## src/rtl/tdm_demux_capture.sv

```systemverilog
// ----------------------------------------------------------------------------
// tdm_demux_capture
//   Receive end of the channel-select mux path. Demultiplexes a time-division
//   sample stream (one sample per din_valid beat, slot 0 marked by
//   frame_start) into per-channel holding registers. It also tracks a
//   per-channel unread flag and a sticky overrun flag, and pulses frame_done
//   when a complete frame has been captured.
//
//   Build option: define TDM_PARITY_EN to append an even-parity slot (slot
//   NCH) to every frame. That slot is checked against the XOR of the frame's
//   data samples. A match pulses frame_done and a mismatch pulses parity_err.
//
//   Ports:
//     clk, reset    clock; asynchronous active-high reset
//     din           stream sample (WIDTH bits)
//     din_valid     din carries a sample this cycle
//     frame_start   current beat is slot 0
//     rd_ack[n]     consumer acknowledge, clears ch_valid[n]
//     ovr_clr       clears all sticky overrun bits
//     ch_data       channel n at bits [n*WIDTH +: WIDTH]
//     ch_valid[n]   channel n holds unread data
//     overrun[n]    sticky: unread data in channel n was overwritten
//     slot          slot index the next sample will occupy
//     frame_done    1-cycle pulse after the last slot of a frame lands
//     frame_err     1-cycle pulse: frame_start seen while slot != 0
//     parity_err    1-cycle pulse on parity mismatch (0 without TDM_PARITY_EN)
// ----------------------------------------------------------------------------
module tdm_demux_capture #(
    parameter int WIDTH = 1,
    parameter int NCH   = 3,
    parameter int SELW  = 2
) (
    input  logic                 clk,
    input  logic                 reset,
    input  logic [WIDTH-1:0]     din,
    input  logic                 din_valid,
    input  logic                 frame_start,
    input  logic [NCH-1:0]       rd_ack,
    input  logic                 ovr_clr,
    output logic [NCH*WIDTH-1:0] ch_data,
    output logic [NCH-1:0]       ch_valid,
    output logic [NCH-1:0]       overrun,
    output logic [SELW-1:0]      slot,
    output logic                 frame_done,
    output logic                 frame_err,
    output logic                 parity_err
);

`ifdef TDM_PARITY_EN
    localparam int FLEN = NCH + 1;
`else
    localparam int FLEN = NCH;
`endif
    localparam logic [SELW-1:0] LAST_SLOT = SELW'(FLEN - 1);
    localparam logic [SELW-1:0] NCH_SLOT  = SELW'(NCH);

    logic [NCH*WIDTH-1:0] ch_data_q, ch_data_d;
    logic [NCH-1:0]       ch_valid_q, ch_valid_d;
    logic [NCH-1:0]       overrun_q, overrun_d;
    logic [SELW-1:0]      slot_q, slot_d;
    logic                 frame_done_q, frame_done_d;
    logic                 frame_err_q, frame_err_d;

    logic [SELW-1:0]      eff_slot;
    logic                 capture;
    logic [NCH-1:0]       cap_sel;

`ifdef TDM_PARITY_EN
    logic [WIDTH-1:0]     par_acc_q, par_acc_d;
    logic                 parity_err_q, parity_err_d;
    logic                 par_beat;
    logic                 par_match;
`endif

    always_comb begin
        // frame_start forces this beat into slot 0 regardless of the counter
        eff_slot = frame_start ? '0 : slot_q;
        capture  = din_valid && (eff_slot < NCH_SLOT);

        cap_sel = '0;
        for (int unsigned n = 0; n < NCH; n++) begin
            cap_sel[n] = capture && (eff_slot == SELW'(n));
        end

        ch_data_d  = ch_data_q;
        ch_valid_d = ch_valid_q;
        overrun_d  = overrun_q;
        for (int unsigned n = 0; n < NCH; n++) begin
            if (cap_sel[n]) begin
                ch_data_d[n*WIDTH +: WIDTH] = din;
            end
            // a capture beats a simultaneous acknowledge
            ch_valid_d[n] = cap_sel[n] | (ch_valid_q[n] & ~rd_ack[n]);
            // a new overrun event beats a simultaneous clear
            overrun_d[n]  = (cap_sel[n] & ch_valid_q[n] & ~rd_ack[n]) |
                            (overrun_q[n] & ~ovr_clr);
        end

        if (din_valid) begin
            slot_d = (eff_slot == LAST_SLOT) ? '0 : eff_slot + 1'b1;
        end else if (frame_start) begin
            slot_d = '0;
        end else begin
            slot_d = slot_q;
        end

        frame_err_d = frame_start && (slot_q != '0);

`ifdef TDM_PARITY_EN
        par_beat  = din_valid && (eff_slot == NCH_SLOT);
        par_match = (par_acc_q == din);
        if (capture) begin
            par_acc_d = (eff_slot == '0) ? din : (par_acc_q ^ din);
        end else if (frame_start) begin
            par_acc_d = '0;
        end else begin
            par_acc_d = par_acc_q;
        end
        frame_done_d = par_beat && par_match;
        parity_err_d = par_beat && !par_match;
`else
        frame_done_d = capture && (eff_slot == LAST_SLOT);
`endif
    end

    always_ff @(posedge clk or posedge reset) begin
        if (reset) begin
            ch_data_q    <= '0;
            ch_valid_q   <= '0;
            overrun_q    <= '0;
            slot_q       <= '0;
            frame_done_q <= 1'b0;
            frame_err_q  <= 1'b0;
`ifdef TDM_PARITY_EN
            par_acc_q    <= '0;
            parity_err_q <= 1'b0;
`endif
        end else begin
            ch_data_q    <= ch_data_d;
            ch_valid_q   <= ch_valid_d;
            overrun_q    <= overrun_d;
            slot_q       <= slot_d;
            frame_done_q <= frame_done_d;
            frame_err_q  <= frame_err_d;
`ifdef TDM_PARITY_EN
            par_acc_q    <= par_acc_d;
            parity_err_q <= parity_err_d;
`endif
        end
    end

    assign ch_data    = ch_data_q;
    assign ch_valid   = ch_valid_q;
    assign overrun    = overrun_q;
    assign slot       = slot_q;
    assign frame_done = frame_done_q;
    assign frame_err  = frame_err_q;
`ifdef TDM_PARITY_EN
    assign parity_err = parity_err_q;
`else
    assign parity_err = 1'b0;
`endif

endmodule

```

## config.mk

```make
export PLATFORM = sky130hd
export DESIGN_NAME = tdm_demux_capture
export DESIGN_NICKNAME = d
export VERILOG_FILES = /design/src/rtl/tdm_demux_capture.sv
export SDC_FILE = /design/constraint.sdc
export NUM_CORES = 1
export LEC_CHECK = 0
export CAP_MARGIN = 0
export CORE_AREA = 2 2 39 41
export DETAILED_ROUTE_END_ITERATION = 8
export DIE_AREA = 0 0 41 43
export PLACE_DENSITY = 0.79
export SYNTH_ARGS = -nofsm -noshare
export SYNTH_HDL_FRONTEND = slang
export SYNTH_SLANG_ARGS = --single-unit
export TNS_END_PERCENT = 50
```

## constraint.sdc

```tcl
create_clock -name clk -period 1.9 [get_ports clk]
set_clock_uncertainty 0.1 [all_clocks]
set_input_delay 0.38 -clock clk [delete_from_list [all_inputs] [get_ports clk]]
set_output_delay 0.38 -clock clk [all_outputs]
set_load 0.005 [all_outputs]
```

==> results of run 1 <==
## state kept, by name, indices dropped and copies added (netlist names)
signal,flops
frame_done,1
overrun,3
ch_valid,3
ch_data,3
slot,2
frame_err,1
## metrics by stage
stage	cells	setup WS [ns]
global route	84	0.150
finish	84	0.204
detailed placement	80	0.115
CTS	84	0.196
global placement	80	0.148
floorplan	43	0.696
## report_power, final
part	total [mW]	leakage, nW	internal, mW	switching, mW
combinational	0.141	0.184	0.0966	0.0445
sequential	0.326	0.168	0.306	0.0194
clock	0.165	0.0150	0.0812	0.0842
total	0.632	0.367	0.484	0.148
## routing by layer
layer,GRT usage,wire length [um],vias up,part of all wire
li1,-,-,186,-
met1,0.161,405,183,0.42
met2,0.209,465,15,0.48
met3,0.0471,79,2,0.082
met4,0.0600,18,0,0.019
met5,0,0,-,0
## layout make-up
cell class                      count  area [sq um]  area share
Clock buffer                        4          26.3      0.0335
Inverter                            5          18.8      0.0240
Multi-Input combinational cell     24           175       0.224
Sequential cell                    13           325       0.415
Tap cell                           16          20.0      0.0256
Timing Repair Buffer               22           218       0.278
## Yosys cell counts
library cell  count  area [sq um]
nand2_1           3          11.3
mux2i_1           1          10.0
o22ai_1           3          18.8
conb_1            1          3.75
o21ai_2           1          8.76
o21ai_1           1          5.00
buf_4             1          7.51
inv_2             1          3.75
mux2_1            1          11.3
nor2b_4           1          13.8
nand2_2           1          6.26
nor2b_1           2          12.5
dfrtp_1          13           325
nand3b_2          1          11.3
nor2_1            2          7.51
mux2_4            2          30.0
inv_1             4          15.0
nand2b_1          4          25.0
## cell usage in the layout (no fill, tap or decap), types with 2 or more instances in the layout
cell type / instances
nor2b_1: 2
clkbuf_4: 3
o22ai_1: 3
clkdlybuf4s50_1: 21
dfrtp_1: 13
mux2_4: 2
nor2_1: 2
nand2_1: 3
inv_1: 4
nand2b_1: 4
## cells by family after synthesis
family	share of synthesized area
compound gates	0.0618
mux	0.0974
buf+inv	0.0499
other cells	0.00712
flops	0.618
simple gates	0.166
## final timing paths
path / from / to / cells after the start
hold / removal: reset / frame_err / 2
min in group clk: ch_data[0] / ch_data[0] / 1
setup / recovery: slot[1] / slot[1] / 1
setup reg to reg: slot[1] / ch_data[0] / 3
max in group asynchronous: reset / ch_valid[1] / 2
hold reg to reg: ch_data[0] / ch_data[0] / 1
==> results.json, run 1 <==
{
  "outcome": "finished clean",
  "critPathKind": "reg2out",
  "io_buffers": 21,
  "dp_hpwl_um": 774,
  "die-area_sq_mm": 0.00176,
  "gr-usage-all-layers": 0.135,
  "grt_pass1_wl_um": 1520,
  "fin_area_sq_um": 783,
  "layout-drive-gt1-share": 0.162,
  "post_cts_buffers": 0,
  "diodes": 0,
  "slowest_stage": "clkdlybuf4s50_1",
  "ys_ff_latch": 13,
  "cts_sinks": 13,
  "cts_tree": "built",
  "rsz0062_at_grt": "false",
  "cts_resized": 0,
  "layout.nets": 78,
  "drt_pass1_iterations": 3,
  "power.leakage_nw": 0.367,
  "vias": 386,
  "clock_path_buffers": 2,
  "ys_seq_area_frac": 0.618,
  "timing.final.crit_period_ns": 1.70,
  "dieWidth_um": 41,
  "cp.arrival_ns": 1.22,
  "placed_cell_area_sq_um": 757,
  "finalSetupTns_ns": 0,
  "dieHeight_um": 43,
  "reg2reg_slack_ns": 0.63,
  "worstSkewPairLatency_ns": 0.27,
  "fin_hold_ws_ns": 0.325,
  "hold_viol": 0,
  "synth_area_sq_um": 527,
  "yosysUniqueCellTypes": 18,
  "initial_core_util": 0.381,
  "setup_viol": 0,
  "cp_max_fo": 5,
  "p_per_area_mw_per_mm2": 807,
  "antenna_found_initial": 0,
  "crit_path_end_kind": "output port",
  "rows": 14,
  "core_sq_mm": 0.00138,
  "worst_path_dominant_cell_family": "buffers and inverters",
  "slew_violations": 0,
  "avgSynthCellArea_sq_um": 12.3,
  "cts_max_level": 1,
  "synth_fp_nets": 52,
  "post-route-util": 0.566,
  "critPathBufInv": 1,
  "ys_warn_count": 0,
  "drc": 0,
  "area_growth_pct": 48.7,
  "clkTransAtPathRegs_ns": 0.07,
  "first_iter_violations": 6,
  "grt_max_degree": 14,
  "hold_buffers": 0,
  "path_cells": "clkdlybuf4s50_1",
  "timing.fmax_mhz": 590,
  "critPathRequiredTime_ns": 1.42,
  "ir_drop_mv": 0.374,
  "syn_inst": 43,
  "cts-root-buf": "clkbuf_4",
  "grt_overflow": 0,
  "wl_um": 968,
  "drtAntennaViolNets": 0,
  "maxCapViolCount": 0,
  "grt_pass1_vias": 343,
  "hold_class": "in2async",
  "cts_buffers": 3,
  "io_pins": 23,
  "gp_congestion": 0.762,
  "worst_setup_path_start_kind": "register",
  "cpPeakStageDelay_ns": 0.53,
  "p_total_mw": 0.632,
  "period_share": 0.893,
  "nFillCells": 126,
  "via_per_inst": 4.60,
  "wl_per_cell_um": 11.5
}
(Power assumes the default switching activity.)
==> run 2, diff against run 1 <==
Settings changed: SKIP_LAST_GASP set to 1.
==> results of run 2 <==
No change in the layout: final DEF, timing and power equal those of run 1.
